### config.mk
export PLATFORM = sky130hd
export DESIGN_NAME = spi_flash_loader_flat
export DESIGN_NICKNAME = d
export VERILOG_FILES = /design/src/rtl/spi_flash_loader_if.sv /design/src/rtl/spi_flash_loader.sv /design/src/flat_wrapper.sv
export SDC_FILE = /design/constraint.sdc
export NUM_CORES = 1
export LEC_CHECK = 0
export CAP_MARGIN = 20
export CORE_ASPECT_RATIO = 0.9
export CORE_MARGIN = 2
export CORE_UTILIZATION = 60
export CTS_CLUSTER_DIAMETER = 150
export DETAILED_ROUTE_END_ITERATION = 12
export PLACE_DENSITY = 0.85
export RECOVER_POWER = 25
export SYNTH_ARGS = -nofsm -noshare
export SYNTH_HDL_FRONTEND = slang
export SYNTH_SLANG_ARGS = --single-unit
### constraint.sdc
create_clock -name clk -period 6.75 [get_ports clk]
set_clock_uncertainty 0.1 [all_clocks]
set_input_delay 1.35 -clock clk [delete_from_list [all_inputs] [get_ports clk]]
set_output_delay 1.35 -clock clk [all_outputs]
set_load 0.005 [all_outputs]
### src/rtl/spi_flash_loader_if.sv
// Word stream from the SPI flash loader into program memory.
// The loader drives the master side; the ROM store and reset release logic sit on the slave side.
interface spi_flash_loader_if;
  logic [15:0] word_data;
  logic [15:0] word_addr;
  logic        word_valid;
  logic        word_ready;
  logic        done;

  modport master (
    output word_data,
    output word_addr,
    output word_valid,
    output done,
    input  word_ready
  );

  modport slave (
    input  word_data,
    input  word_addr,
    input  word_valid,
    input  done,
    output word_ready
  );
endinterface

### src/rtl/spi_flash_loader.sv
// Boot streamer: wakes the SPI flash, issues one continuous read and hands the Hack image
// out as 16-bit words over valid/ready, asserting done once the last word is taken.
module spi_flash_loader #(
  parameter logic [23:0] FLASH_OFFSET = 24'h100000,
  parameter logic [16:0] WORDS        = 17'h08000,
  parameter logic [15:0] WAKE_CYCLES  = 16'd200
) (
  input  logic                clk,
  input  logic                reset_n,
  input  logic                clken,
  spi_flash_loader_if.master  word,
  output logic                spi_cs,
  output logic                spi_sclk,
  output logic                spi_mosi,
  input  logic                spi_miso
);

  typedef enum logic [2:0] {
    IDLE,
    WAKE_CMD,
    WAKE_WAIT,
    READ_CMD,
    READ_WORD,
    HOLD,
    DONE
  } state_e;

  localparam logic [31:0] WAKE_FRAME = {8'hAB, 24'h000000};
  localparam logic [31:0] READ_FRAME = {8'h03, FLASH_OFFSET};
  localparam logic [15:0] LAST_ADDR  = 16'(WORDS - 17'd1);
  localparam logic [15:0] WAIT_LAST  = WAKE_CYCLES - 16'd1;

  state_e      state_q, state_d;
  logic        cs_q, cs_d;
  logic        sclk_q, sclk_d;
  logic        mosi_q, mosi_d;
  logic [31:0] tx_q, tx_d;
  logic [4:0]  bitCnt_q, bitCnt_d;
  logic [15:0] waitCnt_q, waitCnt_d;
  logic [15:0] data_q, data_d;
  logic [15:0] addr_q, addr_d;
  logic        valid_q, valid_d;
  logic        done_q, done_d;
  logic [4:0]  lastBit;

  always_ff @(posedge clk or negedge reset_n) begin
    if (!reset_n) begin
      state_q   <= IDLE;
      cs_q      <= 1'b1;
      sclk_q    <= 1'b0;
      mosi_q    <= 1'b0;
      tx_q      <= '0;
      bitCnt_q  <= '0;
      waitCnt_q <= '0;
      data_q    <= '0;
      addr_q    <= '0;
      valid_q   <= 1'b0;
      done_q    <= 1'b0;
    end else begin
      state_q   <= state_d;
      cs_q      <= cs_d;
      sclk_q    <= sclk_d;
      mosi_q    <= mosi_d;
      tx_q      <= tx_d;
      bitCnt_q  <= bitCnt_d;
      waitCnt_q <= waitCnt_d;
      data_q    <= data_d;
      addr_q    <= addr_d;
      valid_q   <= valid_d;
      done_q    <= done_d;
    end
  end

  always_comb begin
    state_d   = state_q;
    cs_d      = cs_q;
    sclk_d    = sclk_q;
    mosi_d    = mosi_q;
    tx_d      = tx_q;
    bitCnt_d  = bitCnt_q;
    waitCnt_d = waitCnt_q;
    data_d    = data_q;
    addr_d    = addr_q;
    valid_d   = valid_q;
    done_d    = done_q;
    lastBit   = (state_q == WAKE_CMD) ? 5'd7 : 5'd31;

    case (state_q)
      IDLE: begin
        if (clken) begin
          cs_d     = 1'b0;
          mosi_d   = WAKE_FRAME[31];
          tx_d     = WAKE_FRAME << 1;
          bitCnt_d = '0;
          state_d  = WAKE_CMD;
        end
      end

      // Each bit is a low phase (mosi already set) followed by a high phase; the next bit
      // is presented on the edge that ends the high phase.
      WAKE_CMD, READ_CMD: begin
        if (!sclk_q) begin
          sclk_d = 1'b1;
        end else if (bitCnt_q == lastBit) begin
          sclk_d   = 1'b0;
          mosi_d   = 1'b0;
          bitCnt_d = '0;
          if (state_q == WAKE_CMD) begin
            cs_d      = 1'b1;
            waitCnt_d = '0;
            state_d   = WAKE_WAIT;
          end else begin
            state_d = READ_WORD;
          end
        end else begin
          sclk_d   = 1'b0;
          mosi_d   = tx_q[31];
          tx_d     = tx_q << 1;
          bitCnt_d = bitCnt_q + 5'd1;
        end
      end

      WAKE_WAIT: begin
        if (waitCnt_q == WAIT_LAST) begin
          cs_d     = 1'b0;
          mosi_d   = READ_FRAME[31];
          tx_d     = READ_FRAME << 1;
          bitCnt_d = '0;
          state_d  = READ_CMD;
        end else begin
          waitCnt_d = waitCnt_q + 16'd1;
        end
      end

      // miso is captured on the edge that ends the high phase, first bit landing in [15].
      READ_WORD: begin
        if (!sclk_q) begin
          sclk_d = 1'b1;
        end else begin
          sclk_d = 1'b0;
          data_d = {data_q[14:0], spi_miso};
          if (bitCnt_q == 5'd15) begin
            valid_d = 1'b1;
            state_d = HOLD;
          end else begin
            bitCnt_d = bitCnt_q + 5'd1;
          end
        end
      end

      // cs stays low so the flash keeps its read pointer while the consumer stalls.
      HOLD: begin
        if (word.word_ready) begin
          valid_d = 1'b0;
          addr_d  = addr_q + 16'd1;
          if (addr_q == LAST_ADDR) begin
            cs_d    = 1'b1;
            done_d  = 1'b1;
            state_d = DONE;
          end else begin
            bitCnt_d = '0;
            state_d  = READ_WORD;
          end
        end
      end

      DONE: begin
        state_d = DONE;
      end

      default: begin
        state_d = IDLE;
      end
    endcase
  end

  assign spi_cs          = cs_q;
  assign spi_sclk        = sclk_q;
  assign spi_mosi        = mosi_q;
  assign word.word_data  = data_q;
  assign word.word_addr  = addr_q;
  assign word.word_valid = valid_q;
  assign word.done       = done_q;

endmodule

### src/flat_wrapper.sv
// flat-port wrapper written by rule: the top's interface ports become plain ports
module spi_flash_loader_flat 
#(
  parameter logic [23:0] FLASH_OFFSET = 24'h100000,
  parameter logic [16:0] WORDS        = 17'h08000,
  parameter logic [15:0] WAKE_CYCLES  = 16'd200
)
  (clk, reset_n, clken, spi_cs, spi_sclk, spi_mosi, spi_miso, word_word_data, word_word_addr, word_word_valid, word_done, word_word_ready);
  spi_flash_loader_if word_i ();
  input  logic clk;
  input  logic reset_n;
  input  logic clken;
  output logic spi_cs;
  output logic spi_sclk;
  output logic spi_mosi;
  input  logic spi_miso;
  output wire logic [$bits(word_i.word_data)-1:0] word_word_data;
  output wire logic [$bits(word_i.word_addr)-1:0] word_word_addr;
  output wire logic [$bits(word_i.word_valid)-1:0] word_word_valid;
  output wire logic [$bits(word_i.done)-1:0] word_done;
  input wire logic [$bits(word_i.word_ready)-1:0] word_word_ready;
  assign word_word_data = word_i.word_data;
  assign word_word_addr = word_i.word_addr;
  assign word_word_valid = word_i.word_valid;
  assign word_done = word_i.done;
  assign word_i.word_ready = word_word_ready;
  spi_flash_loader #(.FLASH_OFFSET(FLASH_OFFSET), .WORDS(WORDS), .WAKE_CYCLES(WAKE_CYCLES)) u_core (.clk(clk), .reset_n(reset_n), .clken(clken), .word(word_i), .spi_cs(spi_cs), .spi_sclk(spi_sclk), .spi_mosi(spi_mosi), .spi_miso(spi_miso));
endmodule
==> results of run 1 <==
## cell usage after synthesis (2+ instances only)
| library cell | number | area [sq um] |
|---|---|---|
| dfrtp_1 | 71 | 1780 |
| nor2_1 | 28 | 105 |
| nand2_1 | 20 | 75.1 |
| xor2_1 | 18 | 158 |
| mux2_2 | 17 | 191 |
| nand4_1 | 14 | 87.6 |
| o21ai_0 | 10 | 50.1 |
| a21oi_1 | 9 | 45.0 |
| and3_1 | 9 | 56.3 |
| inv_1 | 9 | 33.8 |
| nand3_1 | 9 | 45.0 |
| xnor2_1 | 9 | 78.8 |
| clkbuf_1 | 7 | 26.3 |
| a22o_1 | 6 | 52.6 |
| buf_2 | 6 | 30.0 |
| and2_1 | 5 | 31.3 |
| nor2b_1 | 5 | 31.3 |
| or3_1 | 5 | 31.3 |
| ha_1 | 4 | 50.1 |
| mux2_4 | 4 | 60.1 |
| a31oi_1 | 3 | 18.8 |
| and4_1 | 3 | 26.3 |
| nand2b_1 | 3 | 18.8 |
| o41ai_1 | 3 | 26.3 |
| a211o_1 | 2 | 17.5 |
| a22oi_1 | 2 | 15.0 |
| a32o_1 | 2 | 20.0 |
| nor3_1 | 2 | 10.0 |
| or2_2 | 2 | 12.5 |
## metal layers
layer,vias up,GRT usage,share of wire
met5,-,0,0
met1,1248,0.313,0.48
li1,1208,-,-
met2,45,0.369,0.47
met4,0,0.0753,0.013
met3,10,0.0737,0.040
## power by group through the flow
stage	logic (mW)	clock network, mW	registers (mW)
after detailed placement	0.0131	0	0.441
after CTS	0.0132	0.311	0.432
after global routing	0.0150	0.326	0.432
after global placement	0.0130	0	0.441
final	0.0126	0.305	0.432
after floorplan	0.000578	0	0.441
## worst reg2reg max path, stage by stage, from the launching register on
cell and delay, ps:
dfrtp_1 590, nand2b_1 290, nor2_2 600, a21oi_2 200, o21ai_1 480, mux2_2 400
## final timing paths
path,cells after the start,end,start,slack [ps]
worst max-delay path,6,u_core.word.word_addr[11]$_DFFE_PN0P_,word_word_ready,3640
worst min-delay path,1,u_core.tx_q[31]$_DFFE_PN0P_,u_core.tx_q[30]$_DFFE_PN0P_,390
worst max register to register,5,u_core.tx_q[28]$_DFFE_PN0P_,u_core.state_q[0]$_DFFE_PN0P_,3980
worst min register to register,1,u_core.tx_q[31]$_DFFE_PN0P_,u_core.tx_q[30]$_DFFE_PN0P_,390
max in group asynchronous,2,u_core.spi_sclk$_DFFE_PN0P_,reset_n,4860
min in group asynchronous,2,u_core.word.word_data[10]$_DFFE_PN0P_,reset_n,1090
## per-stage QoR
step / instance area (sq um) / util / setup slack, ps
after floorplan: 3440 / - / 4040
after CTS: 4070 / 0.727 / 3660
after global placement: 3890 / 0.696 / 3380
after global routing: 4080 / 0.728 / 3520
after detailed placement: 3890 / 0.696 / 3270
final: 4080 / 0.728 / 3640
## kinds of logic after synthesis
logic type,synth area share
flops,0.523
fa+ha+maj,0.0145
compound gates,0.105
buf+inv,0.0262
xor+xnor,0.0687
simple gates,0.186
mux,0.0763
## layout make-up
type                    instances  area [sq um]
inverters                       9          33.8
clock inverters                 6          35.0
multi-input cells             219          1560
repair buffers                 43           420
well taps                      70          87.6
clock buffers                  10           138
fillers                       410          1520
flip-flops and latches         72          1800
## flip-flops by register name, indices dropped and copies added, names as in the netlist
signal and cells:
u_core.waitCnt_q 16, u_core.word.word_addr 16, u_core.word.word_data 16, u_core.tx_q 11, u_core.bitCnt_q 5, u_core.state_q 3
u_core.spi_cs 1, u_core.spi_mosi 1, u_core.spi_sclk 1, u_core.word.done 1, u_core.word.word_valid 1
==> impl_metrics.env, run 1 <==
export IMPL_status="completed"
export IMPL_setup_tns_final_ps=0
export IMPL_p_int_mw=0.576
export IMPL_critPathKind="primary input to register"
export IMPL_finalCriticalPeriod_ps=3110
export IMPL_post_cts_resized=0
export IMPL_ctsHoldBuffers=0
export IMPL_num_rows=26
export IMPL_ys_seq_area_frac=0.523
export IMPL_worstPathRequired_ps=6930
export IMPL_worstSkewPairLatency_ps=360
export IMPL_critPathSlowestCell="clkdlybuf4s50_1"
export IMPL_grt_pass1_vias=2426
export IMPL_drive_above_1_share=0.150
export IMPL_gp_congestion=0.840
export IMPL_setup_violations=0
export IMPL_synth_net_count=322
export IMPL_ys_flop_type="dfrtp_1"
export IMPL_cts_tree="built"
export IMPL_finalPower_mw=0.750
export IMPL_vdd_ir_drop_max_mv=0.209
export IMPL_avgViaCountPerCell=5.85
export IMPL_power_frac_clock=0.407
export IMPL_cp_num_buf_inv=1
export IMPL_ys_seq_elements=72
export IMPL_hpwl_um=4480
export IMPL_drv_cap=0
export IMPL_combPwrFrac=0.017
export IMPL_io_pins=42
export IMPL_cp_cell_sequence="clkdlybuf4s50_1 > and4b_1 > nand4_1 > or3_1 > nor2_1 > xor2_1"
export IMPL_die_h_um=75.9
export IMPL_grt_util_all_layers=0.233
export IMPL_layout_commonest_cell="dfrtp_1"
export IMPL_clkSlewWorstSetupHoldPaths_ps=80
export IMPL_grt_overflow_total=0
export IMPL_period_share=0.461
export IMPL_powerDensity_mw_per_mm2=184
export IMPL_drt_initial_drc_count=163
export IMPL_end_kind="register"
export IMPL_grt_start_max_net_pins=73
export IMPL_cts_buffers=9
export IMPL_yosys_warnings=0
export IMPL_clock_root_buffer="clkbuf_8"
export IMPL_finalNonFillerCells=429
export IMPL_p_switching_mw=0.174
export IMPL_crit_path_max_incr_delay_ps=530
export IMPL_min_path_type="register to register"
export IMPL_swShare=0.232
export IMPL_critPathMaxFanout=9
export IMPL_hold_slack_ps=387
export IMPL_cts_sinks=72
export IMPL_num_antenna_cells=0
export IMPL_yosys_cell_types_count=55
export IMPL_synth_cell_area_sq_mm=0.00344
export IMPL_layout_common_cells="71 x dfrtp_1, 40 x clkdlybuf4s50_1, 28 x nor2_1"
export IMPL_port_buffers=41
export IMPL_wl_um=6700
export IMPL_cts_max_path_buffers=2
export IMPL_grt_pass1_wl_um=11600
export IMPL_vias=2511
export IMPL_slew_limit_headroom=0.402
export IMPL_cts_htree_levels=3
export IMPL_antenna_found_initial=0
export IMPL_dp_cells=412
export IMPL_synth_area_per_cell_sq_um=11.0
export IMPL_grt_setup_unrepaired="false"
export IMPL_postRouteAntennaNets=0
export IMPL_fmax_mhz=321
export IMPL_cpLargestDelayFamily="simple AND/OR/NAND/NOR gates"
export IMPL_seqPwrFrac=0.576
export IMPL_synthCells=313
export IMPL_syn2layout_area_growth_pct=18.3
export IMPL_dieArea_sq_mm=0.00636
export IMPL_hold_violations=0
export IMPL_worstPathArrival_ps=3300
export IMPL_cts_setup_buffers=0
export IMPL_synth_enable_flop_cells=0
export IMPL_synthArstFlopShare=1.00
export IMPL_core_sq_mm=0.00560
export IMPL_remaining_drc_errors=0
export IMPL_drt_first_pass_iters=4
export IMPL_wire_per_inst_um=15.6
export IMPL_leakage_nw=1.88
export IMPL_cp_start_kind="primary input"
export IMPL_start_util=0.616
export IMPL_maxSlewViolCount=0
export IMPL_nets=363
export IMPL_tightest_slew_ps=898
export IMPL_fp_dieW_um=83.9
(Power assumes the default switching activity.)
==> run 2, diff against run 1 <==
- CORE_UTILIZATION: 60 -> 55
- PLACE_DENSITY: 0.85 -> 0.79
- clock period: 6.75 -> 3.2 ns (I/O delays scaled with it)
==> impl_metrics.env, run 2 (synthesis results as in run 1) <==
export IMPL_critPathKind="register to register"
export IMPL_min_path_type="register to register"
export IMPL_cts_max_path_buffers=2
export IMPL_worstPathRequired_ps=3340
export IMPL_cp_start_kind="register"
export IMPL_grt_pass1_vias=2497
export IMPL_post_cts_resized=0
export IMPL_cp_num_buf_inv=0
export IMPL_cts_buffers=9
export IMPL_cp_cell_sequence="or3_1 > a21o_1 > o21ai_1 > mux2_2"
export IMPL_hold_violations=0
export IMPL_dieArea_sq_mm=0.00691
export IMPL_fmax_mhz=399
export IMPL_avgViaCountPerCell=5.73
export IMPL_clkSlewWorstSetupHoldPaths_ps=80
export IMPL_gp_congestion=0.807
export IMPL_finalCriticalPeriod_ps=2510
export IMPL_io_pins=42
export IMPL_cpLargestDelayFamily="compound AO/OA/AOI/OAI gates"
export IMPL_crit_path_max_incr_delay_ps=640
export IMPL_worstSkewPairLatency_ps=350
export IMPL_postRouteAntennaNets=0
export IMPL_wire_per_inst_um=15.8
export IMPL_nets=367
export IMPL_r2r_slack_ps=690
export IMPL_reg2reg_from="u_core.state_q[1]$_DFFE_PN0P_"
export IMPL_cts_setup_buffers=0
export IMPL_layout_commonest_cell="dfrtp_1"
export IMPL_drv_cap=0
export IMPL_syn2layout_area_growth_pct=19.9
export IMPL_maxSlewViolCount=0
export IMPL_drt_initial_drc_count=192
export IMPL_setup_tns_final_ps=0
export IMPL_remaining_drc_errors=0
export IMPL_setup_violations=0
export IMPL_reg2reg_to="u_core.tx_q[28]$_DFFE_PN0P_"
export IMPL_worstPathArrival_ps=2640
export IMPL_num_rows=27
export IMPL_port_buffers=41
export IMPL_drt_first_pass_iters=4
export IMPL_min_from="u_core.word.done$_DFFE_PN0P_"
export IMPL_grt_overflow_total=0
export IMPL_antenna_found_initial=0
export IMPL_num_antenna_cells=0
export IMPL_slew_limit_headroom=0.0479
export IMPL_holdPathEnd="u_core.word.done$_DFFE_PN0P_"
export IMPL_grt_util_all_layers=0.220
export IMPL_vias=2493
export IMPL_wl_um=6870
export IMPL_end_kind="register"
export IMPL_fp_dieW_um=87.4
export IMPL_status="completed"
export IMPL_stdcell_area_sq_mm=0.00413
export IMPL_core_sq_mm=0.00608
export IMPL_grt_start_max_net_pins=29
export IMPL_cts_tree="built"
export IMPL_hpwl_um=4770
export IMPL_start_util=0.566
export IMPL_critPathSlowestCell="o21ai_1"
export IMPL_r2r_cells=4
export IMPL_leakage_nw=1.91
export IMPL_vdd_ir_drop_max_mv=0.300
export IMPL_layout_common_cells="71 x dfrtp_1, 40 x clkdlybuf4s50_1, 28 x nor2_1"
export IMPL_clock_root_buffer="clkbuf_8"
export IMPL_placed_area_sq_mm=0.00393
export IMPL_critPathMaxFanout=12
export IMPL_min_path_cells=1
export IMPL_tightest_slew_ps=1430
export IMPL_drive_above_1_share=0.154
export IMPL_grt_setup_unrepaired="false"
export IMPL_grt_pass1_wl_um=11800
export IMPL_powerDensity_mw_per_mm2=404
export IMPL_cts_sinks=72
export IMPL_period_share=0.784
export IMPL_hold_slack_ps=378
export IMPL_ctsHoldBuffers=0
export IMPL_die_h_um=79.1
export IMPL_cts_htree_levels=3
==> run 2: cell count changes in the layout (fill, tap and decap cells not counted), sizes merged <==
| cell | change |
|---|---|
| bufinv | +1 |
| clkbuf | +2 |
| buf | +2 |
| clkinvlp | -2 |
| inv | +1 |
==> run 2: worst max-delay path by stage <==
stage | from | to | slack (ps) | cells after the start
detailed placement | clken | u_core.tx_q[30]$_DFFE_PN0P_ | 540 | 6
CTS | u_core.state_q[1]$_DFFE_PN0P_ | u_core.tx_q[28]$_DFFE_PN0P_ | 710 | 4
global placement | clken | u_core.tx_q[30]$_DFFE_PN0P_ | 620 | 6
global route | u_core.state_q[1]$_DFFE_PN0P_ | u_core.tx_q[28]$_DFFE_PN0P_ | 560 | 4
finish | u_core.state_q[1]$_DFFE_PN0P_ | u_core.tx_q[28]$_DFFE_PN0P_ | 690 | 4
floorplan | u_core.bitCnt_q[0]$_DFFE_PN0P_ | u_core.bitCnt_q[0]$_DFFE_PN0P_ | 950 | 6
==> run 2: report_power, final <==
group / switching (mW) / internal, mW / leakage [nW] / total [mW]
clock network: 0.347 / 0.384 / 0.107 / 0.730
registers: 0.000910 / 0.911 / 0.955 / 0.912
logic: 0.0197 / 0.00765 / 0.851 / 0.0273
total: 0.367 / 1.30 / 1.91 / 1.67
==> run 2: metrics by stage <==
stage | cells | utilization | worst slack (ps) | total power [mW]
2_1_floorplan | 313 | - | 950 | 0.931
3_3_place_gp | 419 | 0.646 | 623 | 0.959
3_5_place_dp | 419 | 0.646 | 542 | 0.959
4_1_cts | 435 | 0.680 | 710 | 1.69
5_1_grt | 435 | 0.679 | 559 | 1.74
6_report | 435 | 0.679 | 692 | 1.67
==> run 2: worst register-to-register path: cells and delay by family (launching register included) <==
kind,cells,cell delay (ps)
compound gates,2,910
flops,1,520
simple gates,1,460
mux,1,420
==> run 2: final cells by class <==
type	count	area (sq um)
clock buffers	10	138
multi-input cells	219	1550
clock inverters	6	66.3
flip-flops and latches	72	1800
inverters	9	33.8
well taps	72	90.1
repair buffers	47	447
fillers	484	1950
==> run 2: metal layers <==
layer / global-route usage / routed length (um) / vias to the layer above
li1: - / - / 1205
met1: 0.308 / 3300 / 1242
met2: 0.323 / 3240 / 39
met3: 0.0790 / 266 / 7
met4: 0.0631 / 66 / 0
met5: 0 / 0 / -
==> run 3, diff against run 2 <==
- CORE_UTILIZATION: 55 -> 50
- PLACE_DENSITY: 0.79 -> 0.76
- clock period: 3.2 -> 2.3 ns (I/O delays scaled with it)
==> impl_metrics.env, run 3 (synthesis results as in run 1) <==
export IMPL_worstSkewPairLatency_ps=350
export IMPL_critPathKind="register to register"
export IMPL_critPathSlowestCell="a311o_2"
export IMPL_finalPower_mw=2.64
export IMPL_clkSlewWorstSetupHoldPaths_ps=70
export IMPL_powerDensity_mw_per_mm2=604
export IMPL_cp_num_buf_inv=0
export IMPL_status="complete, but fails checks"
export IMPL_crit_path_max_incr_delay_ps=460
export IMPL_start_util=0.520
export IMPL_setup_worst_path_end="u_core.bitCnt_q[0]$_DFFE_PN0P_"
export IMPL_grt_setup_unrepaired="true"
export IMPL_ctsHoldBuffers=0
export IMPL_num_rows=28
export IMPL_postRouteAntennaNets=0
export IMPL_port_buffers=41
export IMPL_slew_limit_headroom=-0.151
export IMPL_cp_start_kind="register"
export IMPL_drt_first_pass_iters=4
export IMPL_cpLargestDelayFamily="simple AND/OR/NAND/NOR gates"
export IMPL_drv_cap=1
export IMPL_n_fill_cell=503
export IMPL_cts_max_path_buffers=2
export IMPL_syn2layout_area_growth_pct=26.8
export IMPL_stdcell_area_sq_mm=0.00437
export IMPL_startpoint="u_core.bitCnt_q[1]$_DFFE_PN0P_"
export IMPL_worst_slack_ps=8.56
export IMPL_remaining_drc_errors=0
export IMPL_gp_congestion=0.788
export IMPL_clock_root_buffer="clkbuf_8"
export IMPL_critPathMaxFanout=5
export IMPL_min_path_type="register to register"
export IMPL_register_area_sq_mm=0.00180
export IMPL_setup_tns_final_ps=0
export IMPL_placed_area_sq_mm=0.00408
export IMPL_tightest_slew_ps=1730
export IMPL_grt_start_max_net_pins=73
export IMPL_cts_sinks=72
export IMPL_wire_per_inst_um=15.7
export IMPL_die_h_um=82.7
export IMPL_hold_violations=0
export IMPL_grt_util_all_layers=0.216
export IMPL_finalCriticalPeriod_ps=2290
export IMPL_maxSlewViolCount=73
export IMPL_dieArea_sq_mm=0.00757
export IMPL_setup_violations=0
export IMPL_grt_pass1_vias=2663
export IMPL_nets=384
export IMPL_vdd_ir_drop_max_mv=0.372
export IMPL_grt_overflow_total=0
export IMPL_reg2reg_to="u_core.bitCnt_q[0]$_DFFE_PN0P_"
export IMPL_drive_above_1_share=0.205
export IMPL_core_sq_mm=0.00662
export IMPL_utilization=0.660
export IMPL_vias=2576
export IMPL_cp_cell_sequence="ha_2 > and3_4 > ha_4 > or3_4 > a311o_2 > mux2_4"
export IMPL_fp_dieW_um=91.5
export IMPL_cts_buffers=9
export IMPL_io_pins=42
export IMPL_fmax_mhz=436
export IMPL_cts_tree="built"
export IMPL_worstPathArrival_ps=2430
export IMPL_wl_um=7380
export IMPL_r2r_slack_ps=9
export IMPL_layout_common_cells="71 x dfrtp_1, 40 x clkdlybuf4s50_1, 28 x nor2_1"
export IMPL_avgViaCountPerCell=5.48
export IMPL_antenna_found_initial=0
export IMPL_worstPathRequired_ps=2440
export IMPL_leakage_nw=2.03
export IMPL_pre_cts_slack_ps=-32.7
export IMPL_cts_htree_levels=3
export IMPL_hpwl_um=4890
export IMPL_multiInputGateArea_sq_mm=0.00158
export IMPL_path_depth=6
export IMPL_num_antenna_cells=0
export IMPL_hold_slack_ps=386
export IMPL_period_share=0.996
export IMPL_r2r_cells=6
export IMPL_finalNonFillerCells=470
export IMPL_drt_initial_drc_count=199
export IMPL_dp_cells=453
export IMPL_end_kind="register"
export IMPL_reg2reg_from="u_core.bitCnt_q[1]$_DFFE_PN0P_"
export IMPL_violations="max-capacitance violations, max-slew violations"
export IMPL_layout_commonest_cell="dfrtp_1"
export IMPL_grt_pass1_wl_um=12700
## run 3: cell count changes in the layout (fill, tap and decap cells not counted), sizes merged
cell	before	now
clkbuf	12	11
clkinv	4	2
inv	10	9
bufinv	1	4
buf	5	23
## run 3: timing repair
action,4_1_cts,5_1_grt
pin swaps,1,2
resized for setup,1,4
setup endpoints to repair,4,5
setup buffers,0,1
## run 3: worst min-delay path by stage
| stage | cells after the start | endpoint | slack, ps | from |
|---|---|---|---|---|
| after floorplan | 0 | u_core.bitCnt_q[0]$_DFFE_PN0P_ | 60 | reset_n |
| after global placement | 1 | u_core.word.done$_DFFE_PN0P_ | 350 | u_core.word.done$_DFFE_PN0P_ |
| after detailed placement | 1 | u_core.word.done$_DFFE_PN0P_ | 370 | u_core.word.done$_DFFE_PN0P_ |
| after CTS | 2 | u_core.waitCnt_q[2]$_DFFE_PN0P_ | 30 | reset_n |
| after global routing | 1 | u_core.word.done$_DFFE_PN0P_ | 420 | u_core.word.done$_DFFE_PN0P_ |
| final | 1 | u_core.word.done$_DFFE_PN0P_ | 390 | u_core.word.done$_DFFE_PN0P_ |
## run 3: layer usage
| layer | global-route usage | part of all wire | wire [um] | vias to the layer above |
|---|---|---|---|---|
| met3 | 0.0844 | 0.053 | 390 | 9 |
| met4 | 0.0561 | 0.0092 | 68 | 0 |
| met1 | 0.273 | 0.45 | 3330 | 1260 |
| met2 | 0.353 | 0.49 | 3600 | 64 |
| met5 | 0 | 0 | 0 | - |
| li1 | - | - | - | 1243 |
## run 3: power by group
part,internal (mW),switching [mW]
registers,1.27,0.00120
logic,0.0107,0.0264
clock network,0.856,0.476
total,2.13,0.504
## run 3: final cells by class
cell class	count	share of cell area
clock buffer	10	0.0315
inverter	9	0.00773
multi-input combinational	219	0.361
sequential	72	0.413
clock inverter	6	0.0298
timing repair buffer	64	0.132
tap	90	0.0258
